===== src/rtl/psum_pkg.sv =====
// Shared definitions for the partial-sum accumulator: FSM encoding and the
// lane arithmetic helpers, computed at a fixed 64-bit working width.
package psum_pkg;

  typedef enum logic [2:0] {S_IDLE, S_FIRST, S_ACCUM, S_DRAIN, S_DONE} state_t;

  localparam int unsigned MAX_W = 64;

  // Sign-extend the low w bits of v to the full working width.
  function automatic logic signed [MAX_W-1:0] sext(input logic [MAX_W-1:0] v,
                                                   input int unsigned w);
    logic [MAX_W-1:0] hi_mask;
    logic             sgn;
    hi_mask = {MAX_W{1'b1}} << w;
    sgn     = |(v & (64'd1 << (w - 1)));
    return $signed(sgn ? (v | hi_mask) : (v & ~hi_mask));
  endfunction

  // Clamp v into the signed range of a w-bit value.
  function automatic logic signed [MAX_W-1:0] sat(input logic signed [MAX_W-1:0] v,
                                                  input int unsigned w);
    logic signed [MAX_W-1:0] hi, lo;
    hi = (64'sd1 <<< (w - 1)) - 64'sd1;
    lo = -(64'sd1 <<< (w - 1));
    if (v > hi) return hi;
    if (v < lo) return lo;
    return v;
  endfunction

endpackage


===== src/rtl/psum_lane_add.sv =====
// One accumulator lane: acc + sign-extended psum, wrapping or saturating.
module psum_lane_add import psum_pkg::*; #(
  parameter int BIT_WIDTH = 8,
  parameter int ACC_WIDTH = 16
) (
  input  logic [ACC_WIDTH-1:0] acc,
  input  logic [BIT_WIDTH-1:0] psum,
  input  logic                 sat_en,
  output logic [ACC_WIDTH-1:0] sum
);

  logic signed [MAX_W-1:0] a_ext, p_ext, raw, res;
  logic                    unused_hi;

  always_comb begin
    a_ext = sext({{(MAX_W-ACC_WIDTH){1'b0}}, acc}, ACC_WIDTH);
    p_ext = sext({{(MAX_W-BIT_WIDTH){1'b0}}, psum}, BIT_WIDTH);
    raw   = a_ext + p_ext;
    res   = sat_en ? sat(raw, ACC_WIDTH) : raw;
  end

  // Wrap mode simply drops the carry bits above the lane width.
  assign sum       = res[ACC_WIDTH-1:0];
  assign unused_hi = ^res[MAX_W-1:ACC_WIDTH];

endmodule


===== src/rtl/psum_accum_engine.sv =====
// Read-modify-write accumulator of psum vectors into external memory, with
// write forwarding for short passes and read-latency protocol checking.
module psum_accum_engine import psum_pkg::*; #(
  parameter int BIT_WIDTH  = 8,
  parameter int ACC_WIDTH  = 16,
  parameter int NUM_KERNEL = 4,
  parameter int ADDR_WIDTH = 32,
  parameter int MEM_DELAY  = 1
) (
  input  logic                             clk,
  input  logic                             rst,
  input  logic [NUM_KERNEL*BIT_WIDTH-1:0]  psum_dat,
  input  logic                             psum_vld,
  output logic [ADDR_WIDTH-1:0]            mem_radd,
  output logic                             mem_rden,
  input  logic [NUM_KERNEL*ACC_WIDTH-1:0]  mem_odat,
  input  logic                             mem_ovld,
  output logic [ADDR_WIDTH-1:0]            mem_wadd,
  output logic                             mem_wren,
  output logic [NUM_KERNEL*ACC_WIDTH-1:0]  mem_idat,
  input  logic                             i_start,
  input  logic                             i_sat_en,
  input  logic [31:0]                      i_pass_len,
  input  logic [15:0]                      i_num_pass,
  output logic                             o_busy,
  output logic                             o_done,
  output logic                             o_err
);

  localparam int PW = NUM_KERNEL * BIT_WIDTH;
  localparam int AW = NUM_KERNEL * ACC_WIDTH;

  state_t                  state, state_nxt;
  logic [31:0]             pass_len, psum_cnt;
  logic [15:0]             num_pass, pass_cnt;
  logic                    sat_q;
  logic [ADDR_WIDTH-1:0]   rd_addr;
  logic                    accept, start_fire, last_psum, last_pass;

  // Request pipeline: entry i belongs to the psum accepted i cycles ago.
  logic [MEM_DELAY:1]                 vld_pipe, rd_pipe;
  logic [MEM_DELAY:1][ADDR_WIDTH-1:0] addr_pipe;
  logic [MEM_DELAY:1][PW-1:0]         psum_pipe;

  // Writes issued in the last MEM_DELAY cycles; the output register is the youngest.
  logic [MEM_DELAY:1]                 wh_vld;
  logic [MEM_DELAY:1][ADDR_WIDTH-1:0] wh_addr;
  logic [MEM_DELAY:1][AW-1:0]         wh_dat;

  logic                                  d_vld, d_rd, rd_miss, rd_stray, fwd_hit;
  logic [ADDR_WIDTH-1:0]                 d_addr;
  logic [NUM_KERNEL-1:0][BIT_WIDTH-1:0]  d_psum;
  logic [AW-1:0]                         fwd_dat;
  logic [NUM_KERNEL-1:0][ACC_WIDTH-1:0]  base, sum_lanes;

  assign start_fire = i_start && (state == S_IDLE || state == S_DONE);
  assign accept     = psum_vld && (state == S_FIRST || state == S_ACCUM);
  assign last_psum  = (psum_cnt == pass_len - 32'd1);
  assign last_pass  = (pass_cnt == num_pass - 16'd1);
  assign mem_rden   = psum_vld && (state == S_ACCUM);
  assign mem_radd   = rd_addr;
  assign o_busy     = state inside {S_FIRST, S_ACCUM, S_DRAIN};
  assign o_done     = (state == S_DONE);

  always_ff @(posedge clk) begin
    if (!rst) state <= S_IDLE;
    else      state <= state_nxt;
  end

  always_comb begin
    state_nxt = state;
    case (state)
      S_IDLE, S_DONE: if (i_start) state_nxt = S_FIRST;
      S_FIRST:        if (accept && last_psum) state_nxt = last_pass ? S_DRAIN : S_ACCUM;
      S_ACCUM:        if (accept && last_psum && last_pass) state_nxt = S_DRAIN;
      S_DRAIN:        if (!(|vld_pipe)) state_nxt = S_DONE;
      default:        state_nxt = S_IDLE;
    endcase
  end

  always_ff @(posedge clk) begin
    if (!rst) begin
      pass_len <= '0;
      num_pass <= '0;
      sat_q    <= 1'b0;
      rd_addr  <= '0;
      psum_cnt <= '0;
      pass_cnt <= '0;
    end else if (start_fire) begin
      pass_len <= i_pass_len;
      num_pass <= i_num_pass;
      sat_q    <= i_sat_en;
      rd_addr  <= '0;
      psum_cnt <= '0;
      pass_cnt <= '0;
    end else if (accept) begin
      if (last_psum) begin
        rd_addr  <= '0;
        psum_cnt <= '0;
        pass_cnt <= pass_cnt + 16'd1;
      end else begin
        rd_addr  <= rd_addr + ADDR_WIDTH'(1);
        psum_cnt <= psum_cnt + 32'd1;
      end
    end
  end

  always_ff @(posedge clk) begin
    if (!rst) begin
      vld_pipe  <= '0;
      rd_pipe   <= '0;
      addr_pipe <= '0;
      psum_pipe <= '0;
    end else begin
      vld_pipe[1]  <= accept;
      rd_pipe[1]   <= mem_rden;
      addr_pipe[1] <= rd_addr;
      psum_pipe[1] <= psum_dat;
      for (int i = 2; i <= MEM_DELAY; i++) begin
        vld_pipe[i]  <= vld_pipe[i-1];
        rd_pipe[i]   <= rd_pipe[i-1];
        addr_pipe[i] <= addr_pipe[i-1];
        psum_pipe[i] <= psum_pipe[i-1];
      end
    end
  end

  assign d_vld    = vld_pipe[MEM_DELAY];
  assign d_rd     = rd_pipe[MEM_DELAY];
  assign d_addr   = addr_pipe[MEM_DELAY];
  assign d_psum   = psum_pipe[MEM_DELAY];
  assign rd_miss  = d_vld && d_rd && !mem_ovld;
  assign rd_stray = mem_ovld && !(d_vld && d_rd);

  // Every write issued since this read was launched is invisible to memory
  // data; scan oldest to youngest so the youngest match wins.
  always_comb begin
    fwd_hit = 1'b0;
    fwd_dat = '0;
    for (int i = MEM_DELAY; i >= 1; i--) begin
      if (wh_vld[i] && wh_addr[i] == d_addr) begin
        fwd_hit = 1'b1;
        fwd_dat = wh_dat[i];
      end
    end
    if (mem_wren && mem_wadd == d_addr) begin
      fwd_hit = 1'b1;
      fwd_dat = mem_idat;
    end
    if (!d_rd || rd_miss) base = '0;
    else if (fwd_hit)     base = fwd_dat;
    else                  base = mem_odat;
  end

  for (genvar k = 0; k < NUM_KERNEL; k++) begin : g_lane
    psum_lane_add #(.BIT_WIDTH(BIT_WIDTH), .ACC_WIDTH(ACC_WIDTH)) u_add (
      .acc    (base[k]),
      .psum   (d_psum[k]),
      .sat_en (sat_q),
      .sum    (sum_lanes[k])
    );
  end

  always_ff @(posedge clk) begin
    if (!rst) begin
      mem_wren <= 1'b0;
      mem_wadd <= '0;
      mem_idat <= '0;
      wh_vld   <= '0;
      wh_addr  <= '0;
      wh_dat   <= '0;
    end else begin
      mem_wren <= d_vld;
      if (d_vld) begin
        mem_wadd <= d_addr;
        mem_idat <= sum_lanes;
      end
      wh_vld[1]  <= mem_wren;
      wh_addr[1] <= mem_wadd;
      wh_dat[1]  <= mem_idat;
      for (int i = 2; i <= MEM_DELAY; i++) begin
        wh_vld[i]  <= wh_vld[i-1];
        wh_addr[i] <= wh_addr[i-1];
        wh_dat[i]  <= wh_dat[i-1];
      end
    end
  end

  always_ff @(posedge clk) begin
    if (!rst)                     o_err <= 1'b0;
    else if (start_fire)          o_err <= 1'b0;
    else if (rd_miss || rd_stray) o_err <= 1'b1;
  end

endmodule


===== config.mk =====
export PLATFORM = sky130hd
export DESIGN_NAME = psum_accum_engine
export DESIGN_NICKNAME = d
export VERILOG_FILES = /design/src/rtl/psum_pkg.sv /design/src/rtl/psum_lane_add.sv /design/src/rtl/psum_accum_engine.sv
export SDC_FILE = /design/constraint.sdc
export NUM_CORES = 1
export LEC_CHECK = 0
export CAP_MARGIN = 5
export CORE_MARGIN = 4
export CORE_UTILIZATION = 65
export CTS_BUF_LIST = sky130_fd_sc_hd__clkbuf_4
export CTS_CLUSTER_SIZE = 40
export DETAILED_ROUTE_END_ITERATION = 7
export DONT_BUFFER_PORTS = 1
export PLACE_DENSITY = 0.81
export SYNTH_ARGS = -nofsm -noshare
export SYNTH_HDL_FRONTEND = slang
export SYNTH_SLANG_ARGS = --single-unit

===== constraint.sdc =====
create_clock -name clk -period 17.9 [get_ports clk]
set_input_delay 1.79 -clock clk [delete_from_list [all_inputs] [get_ports clk]]
set_output_delay 1.79 -clock clk [all_outputs]
set_load 0.01 [all_outputs]

**After elaboration in Yosys (flattened, before gate mapping)**

Cells that the tools add are included.

- Output and inout port bits: 133
- Register bits after elaboration: 393
- Input bits: 150

- Add/subtract/negate cells: 9
- Multiplexer cells: 54
- Reductions and logical operators: 23
- Magnitude comparators: 8
- Eq/ne operators: 12
- Bitwise operators: 1

Operator list:

| operator | number |
|---|---|
| 64-bit 2-to-1 mux | 12 |
| 16-bit 2-to-1 mux | 20 |
| 64-bit adder | 4 |
| 64-bit by 16-bit greater-than comparator with 1-bit output (second input constant) | 4 |
| 64-bit by 16-bit less-than comparator with 1-bit output (second input constant) | 4 |
| 32-bit == test | 3 |
| 32-bit by 1-bit adder with 32-bit output (second input constant) | 2 |
| 32-bit 2-to-1 mux | 2 |
| 32-bit by 1-bit subtractor with 32-bit output (second input constant) | 1 |
| 16-bit by 1-bit adder with 16-bit output (second input constant) | 1 |
| 16-bit == test | 1 |
| 16-bit by 1-bit subtractor with 16-bit output (second input constant) | 1 |
| 1-bit 2-to-1 mux | 15 |
| 3-bit 2-to-1 mux | 4 |
| 3-bit one-hot mux with 4 select lines | 1 |
| 1-bit logical AND | 10 |
| 3-bit by 2-bit == test with 1-bit output (second input constant) | 2 |
| 1-bit logical OR | 4 |
| 2-bit by 1-bit != test with 1-bit output (second input constant) | 2 |
| 2-bit != test (second input constant) | 2 |
| 4-bit AND reduction | 1 |
| 2-bit OR reduction | 2 |
| 3-bit by 1-bit == test with 1-bit output (second input constant) | 1 |
| 3-bit == test (second input constant) | 1 |
| other kinds (5) | 7 |

**Logic depth before layout (Yosys ltp)**

- Word-level depth: 14
- Gate-level depth with buffers: 29
- Mapped depth without buffers: 26

**Cells and area by module**

A second synthesis with hierarchy kept.

- Cells, all modules: 2693
- Area, all modules: 24382.1 µm²

By module, submodules not included:

| module | sequential area each (µm²) | instances | area each (µm²) | cells an instance |
|---|---|---|---|---|
| psum_accum_engine | 7867.5 | 1 | 17600.6 | 1897 |
| psum_lane_add at g_lane[1].u_add | 0.0 | 1 | 1829.3 | 225 |
| psum_lane_add at g_lane[2].u_add | 0.0 | 1 | 1671.6 | 188 |
| psum_lane_add at g_lane[3].u_add | 0.0 | 1 | 1665.3 | 197 |
| psum_lane_add at g_lane[0].u_add | 0.0 | 1 | 1615.3 | 186 |

**Least setup slack after synthesis**

No wires, ideal clock.

- Path kind: input to register
- Start point: input port mem_ovld
- End point: register mem_idat[35]
- Stages on the path: 26
- Data arrival time: 7.884 ns
- Slack: 9.945 ns
- Path through: inv_1 ha_1 nand2b_1 buf_1 clkbuf_1 a211oi_1 ha_1 fa_1 a21oi_1 o2111ai_1 a211oi_1 o21ai_0 o311a_1 or2_2 clkbuf_1 a21o_1 inv_1 fa_1 or4b_2 a2111o_1 nor3_1 nand2b_1 o31ai_1 clkbuf_1 nand2_1 a2bb2oi_1

- Cells in the longest elaborated chain, start to end: 12
- Elaborated cells between the ends (all ways): 15
- Classes of those cells: add/sub (1); order compare (2); mux (9); reduce/logical (3)

Ends and longest elaborated chain:

| item | line | text |
|---|---|---|
| from (decl) | psum_accum_engine.sv:17 | `input logic mem_ovld,` |
| 1-bit zero test * | psum_accum_engine.sv:132 | `assign rd_miss = d_vld && d_rd && !mem_ovld;` |
| 1-bit logical AND * | psum_accum_engine.sv:132 |  |
| 1-bit logical OR * | psum_accum_engine.sv:150 | `if (!d_rd \|\| rd_miss) base = '0;` |
| 64-bit 2-to-1 mux * | psum_accum_engine.sv:150 |  |
| 64-bit 2-to-1 mux * | psum_pkg.sv:16 | `return $signed(sgn ? (v \| hi_mask) : (v & ~hi_mask));` |
| 64-bit adder * | psum_lane_add.sv:18 | `raw = a_ext + p_ext;` |
| 64-bit by 16-bit less-than comparator with 1-bit output | psum_pkg.sv:26 | `if (v < lo) return lo;` |
| 1-bit 2-to-1 mux (2 in series) | psum_pkg.sv:26 |  |
| 16-bit 2-to-1 mux | psum_pkg.sv:27 | `return v;` |
| 16-bit 2-to-1 mux | psum_pkg.sv:26 |  |
| 16-bit 2-to-1 mux * | psum_lane_add.sv:19 | `res = sat_en ? sat(raw, ACC_WIDTH) : raw;` |
| to (signal assigned) | psum_accum_engine.sv:176 | `mem_idat <= sum_lanes;` |
| to (decl) | psum_accum_engine.sv:20 | `output logic [NUM_KERNEL*ACC_WIDTH-1:0] mem_idat,` |

Mark *: on every way between the ends. The rest lies on a longest branch, timed or not. The select of a mux whose other input is x is not followed.
A chain may end at the register's enable or synchronous reset.

**Worst setup path after layout**

- Start point: register addr_pipe[27] (netlist bit)
- End point: register mem_idat[43]

- Cells in the longest elaborated chain, start to end: 14
- Elaborated cells between the ends (all ways): 21
- Classes of those cells: add/sub (1); order compare (2); eq/ne (2); mux (14); reduce/logical (2)

Ends and longest elaborated chain:

| item | line | text |
|---|---|---|
| from (decl) | psum_accum_engine.sv:42 | `logic [MEM_DELAY:1][ADDR_WIDTH-1:0] addr_pipe;` |
| from (signal, indexed assignment) | psum_accum_engine.sv:122 | `addr_pipe[i] <= addr_pipe[i-1];` |
| 32-bit == test | psum_accum_engine.sv:141 | `if (wh_vld[i] && wh_addr[i] == d_addr) begin` |
| 1-bit logical AND | psum_accum_engine.sv:141 |  |
| 64-bit 2-to-1 mux / 1-bit 2-to-1 mux (equally long branches) | psum_accum_engine.sv:141 |  |
| 64-bit 2-to-1 mux / 1-bit 2-to-1 mux (equally long branches) | psum_accum_engine.sv:146 | `if (mem_wren && mem_wadd == d_addr) begin` |
| 64-bit 2-to-1 mux * | psum_accum_engine.sv:151 | `else if (fwd_hit) base = fwd_dat;` |
| 64-bit 2-to-1 mux * | psum_accum_engine.sv:150 |  |
| 64-bit 2-to-1 mux * | psum_pkg.sv:16 |  |
| 64-bit adder * | psum_lane_add.sv:18 |  |
| 64-bit by 16-bit less-than comparator with 1-bit output | psum_pkg.sv:26 |  |
| 1-bit 2-to-1 mux (2 in series) | psum_pkg.sv:26 |  |
| 16-bit 2-to-1 mux | psum_pkg.sv:27 |  |
| 16-bit 2-to-1 mux | psum_pkg.sv:26 |  |
| 16-bit 2-to-1 mux * | psum_lane_add.sv:19 |  |

Marked as above.

==> summary.md <==
| Metric | Value |
|---|---|
| Relative slew slack | 15.2% |
| Clk sinks | about 390 |
| Hold Crit Depth | 2 |
| Vias in the first global route | 18800 |
| Core area | 0.0346 mm² |
| Reg-to-Reg Start | addr_pipe[27] |
| DRT iter0 DRCs | 1145 |
| Worst Path Max Fanout | 41 |
| Nets | around 2900 |
| CTS tree | done |
| Static leakage | 10.3 nW |
| RePlAce Congestion | a little over 0.9 |
| Synthesized area | 0.0229 mm² |
| Total grt overflow | 0 |
| Clock share of power | around two fifths |
| HPWL Detailed | approximately 42 mm |
| Ys async rst share | 0% |
| Worst endpoint required time | 18.55 ns |
| Fraction of layout cells with a size suffix above 1 | between 8 and 9% |
| Top post-synthesis cells by area | dfxtp_1 (34%), fa_1 (7.7%), xnor2_1 (5.3%) |
| TritonCTS buffer count | 100 |
| Status | completed |
| Max Slew Vio Count | 0 |
| Reg power frac | 49.4% |
| Setup CP Type | flop to flop |
| Root Buffer | clkbuf_4 |
| Final Cycle Share | 47.7% |
| Pin count of the biggest net entering global routing | 255 |
| Starting density of the core | 66.2% |
| Most frequent cells after synthesis | dfxtp_1 (393), nor2_1 (242), nand2_1 (231) |
| DIE AREA | ~0.038 mm² |
| Min-delay src | pass_len[31] |
| Post-CTS Hold Fix Bufs | 0 |
| Sw power | between 0.5 and 0.6 mW |
| Setup TNS | 0 ns |
| Reg2Reg Depth | 24 |
| Placed Area | ~0.023 mm² |
| Final setup viols | 0 |
| Top FF cell, synth | dfxtp_1 |
| Worst Path Buf+Inv | 1 |
| Row count | 68 |
| Initial antenna violation count | 10 |
| Power Internal | 1.35 mW |
| Slowest cell delay on critical path | just under 1 ns |
| Routed len/inst | 19.0 µm |
| Post-route cell area | 0.0245 mm² |
| First-pass GRT wire length | 95.4 mm |
| Remaining DRCs | 0 |
| Synth unique cells | 80 |
| CTS resizes | 0 |
| Least-Margin Pin Slew | 1.26 ns |
| WL final | slightly below 60 mm |
| Largest delay share family, worst path | compound AO/OA/AOI/OAI gates |
| Crit path max-delay cell type | o21ai_1 |
| Synth-to-Final Area Change | 6.76% |
| Yosys reg bits | 393 |
| CTS H-tree lvls | 3 |
| Post-Syn Instances | 2560 |
| Capture point of the worst reg-to-reg path | mem_idat[43] |
| Post-synth top area cell | dfxtp_1 |
| Yosys warnings | 0 |
| Via count | about 19000 |
| Via density | 6.05 |
| Final Hold Violating Endpoints | 0 |
| Count leader, synth | dfxtp_1 |
| R2R setup slack | 9.37 ns |
| Clock Tree Buf Depth | 3 |
| Setup bufs post-CTS | 0 |
| Min Tclk post-route | 8.53 ns |
| Antenna Nets Post-Route | 0 |
| RSZ-0062 raised after global routing | no |
| Clk pin slew, worst setup/hold paths | 0.07 ns |
| WP data arrival | between 9 and 10 ns |
| Syn Nets | 2868 |
| Peak Freq | 117 MHz |
| Cell repeated most along the worst path | nand4_1 |
| Final Util | between 70% and 80% |
| DR pass1 iterations | 7 |
| Switching share of power | 27.7% |
| HP Class | flop to flop |
| Post-Synthesis Mean Instance Area | 8.95 µm² |
| Worst hold endpoint | pass_len[31] |
| Peak VDD IR | approximately 0.070 mV |
| Die H | 196 µm |
| Worst clock skew | approximately 0.073 ns |
| Crit. End Element | flop |
| Port Buffer Count | 0 |
| Seq/Total Area, Yosys | 34.3% |
| Tot GR Track Use | 29.9% |
| Maxcap violations | 0 |
| Combinational power share | approximately 10% |
| Skew-Pair Late Insertion Delay | about 0.88 ns |
| # IOs | around 280 |
| Crit path cell chain | xnor2_1 -> nand4_1 -> nor4_1 -> nand4_1 -> or4_4 -> buf_4 -> mux2i_1 -> a211oi_1 -> ha_1 -> fa_1 -> a21oi_1 -> o2111ai_1 -> a211oi_1 -> o21ai_0 -> o311a_1 -> or2_2 -> a21o_1 -> fa_1 -> nor4bb_1 -> nand4b_1 -> nor4_1 -> nand4_1 -> o21ai_1 -> a2bb2oi_1 |
| Die width | 196 µm |
| Post-synth EDFFs | 0 |
| Post-synth top area share | 34.3% |
| Startpoint Class | flop |
| Pwr/cell area | 76.3 mW/mm² |
==> cells by family (layout without fill, tap and decap cells) <==
kind of cell	count (synthesis)	after routing	share of synthesized area, %
xor gates and xnor gates	224	224	8.56
DFF	393	393	34.3
adders and majority gates	158	158	11.5
buffers and inverters	186	255	3.18
AOI/OAI and AO/OA	451	451	13.9
and+or+nand+nor	1042	1042	23.9
other	0	11	0
muxes	106	106	4.63
==> stage by stage <==
stage | setup slack (ns) | power, mW | std cells | hold WS (ns)
2_1_floorplan | 9.94 | 1.09 | 2560 | 0.450
3_3_place_gp | 9.66 | 1.12 | 2908 | 0.464
3_5_place_dp | 9.46 | 1.13 | 2908 | 0.479
4_1_cts | 9.40 | 1.88 | 3082 | 0.488
5_1_grt | 8.90 | 1.96 | 3094 | 0.514
6_report | 9.37 | 1.87 | 3095 | 0.483
==> worst min-delay path, delay by kind of cell, from the launching register on <==
| family | cells | cell delay [ns] |
|---|---|---|
| DFF | 1 | 0.32 |
| AOI/OAI and AO/OA | 1 | 0.07 |
| and+or+nand+nor | 1 | 0.05 |
==> cells in the final DEF (no fill, tap or decap), drive strengths merged, types with 32 or more instances in the layout <==
master   count
nor3        37
a21o        32
fa          88
clkbuf     146
o21ai       46
xor2        84
ha          70
nor4        37
nor2       242
a21boi      51
dfxtp      393
nand2      231
nor2b       43
nand2b      41
xnor2      140
and2       174
mux2i      105
a211oi      72
a2bb2oi     45
nand4       54
a21oi       85
nand3       61
inv         58
==> registers in the layout (all words and copies together), names as in the netlist, 3 cells and up <==
| name | cells |
|---|---|
| mem_wadd | 32 |
| pass_len | 32 |
| addr_pipe | 32 |
| d_psum | 32 |
| wh_dat | 64 |
| wh_addr | 32 |
| pass_cnt | 16 |
| psum_cnt | 32 |
| num_pass | 16 |
| mem_idat | 64 |
| state | 3 |
| mem_radd | 32 |
==> layout make-up <==
type	count	area (µm²)
well taps	455	569
clock inverters	28	153
multi-input cells	1981	14300
clock buffers	146	1100
fillers	2743	10200
repair buffers	26	203
diodes	11	27.5
flip-flops and latches	393	7870
inverters	55	206
==> power by group through the flow <==
stage | Combinational (mW) | Clock, mW | Sequential (mW)
floorplan | 0.153 | 0 | 0.935
global placement | 0.180 | 0 | 0.942
detailed placement | 0.186 | 0 | 0.942
CTS | 0.187 | 0.775 | 0.923
global route | 0.212 | 0.818 | 0.926
finish | 0.189 | 0.756 | 0.923
==> worst max path at each step <==
stage | from | end | cells after the start | slack, ns
floorplan | mem_ovld | mem_idat[35] | 26 | 9.94
global placement | mem_ovld | mem_idat[51] | 24 | 9.66
detailed placement | mem_ovld | mem_idat[51] | 24 | 9.46
CTS | addr_pipe[27] | mem_idat[43] | 27 | 9.40
global route | addr_pipe[27] | mem_idat[41] | 27 | 8.90
finish | addr_pipe[27] | mem_idat[43] | 24 | 9.37
==> metal layers <==
layer | vias up | wire length, µm | part of all wire [%] | GRT usage [%]
met4 | 6 | 2130 | 3.6 | 11.9
met5 | - | 34 | 0.058 | 0
met3 | 145 | 4730 | 8.0 | 8.90
met2 | 625 | 27800 | 47 | 49.2
met1 | 8939 | 24100 | 41 | 36.9
li1 | 9011 | - | - | -
No activity file was read; power rests on OpenSTA's default activity.
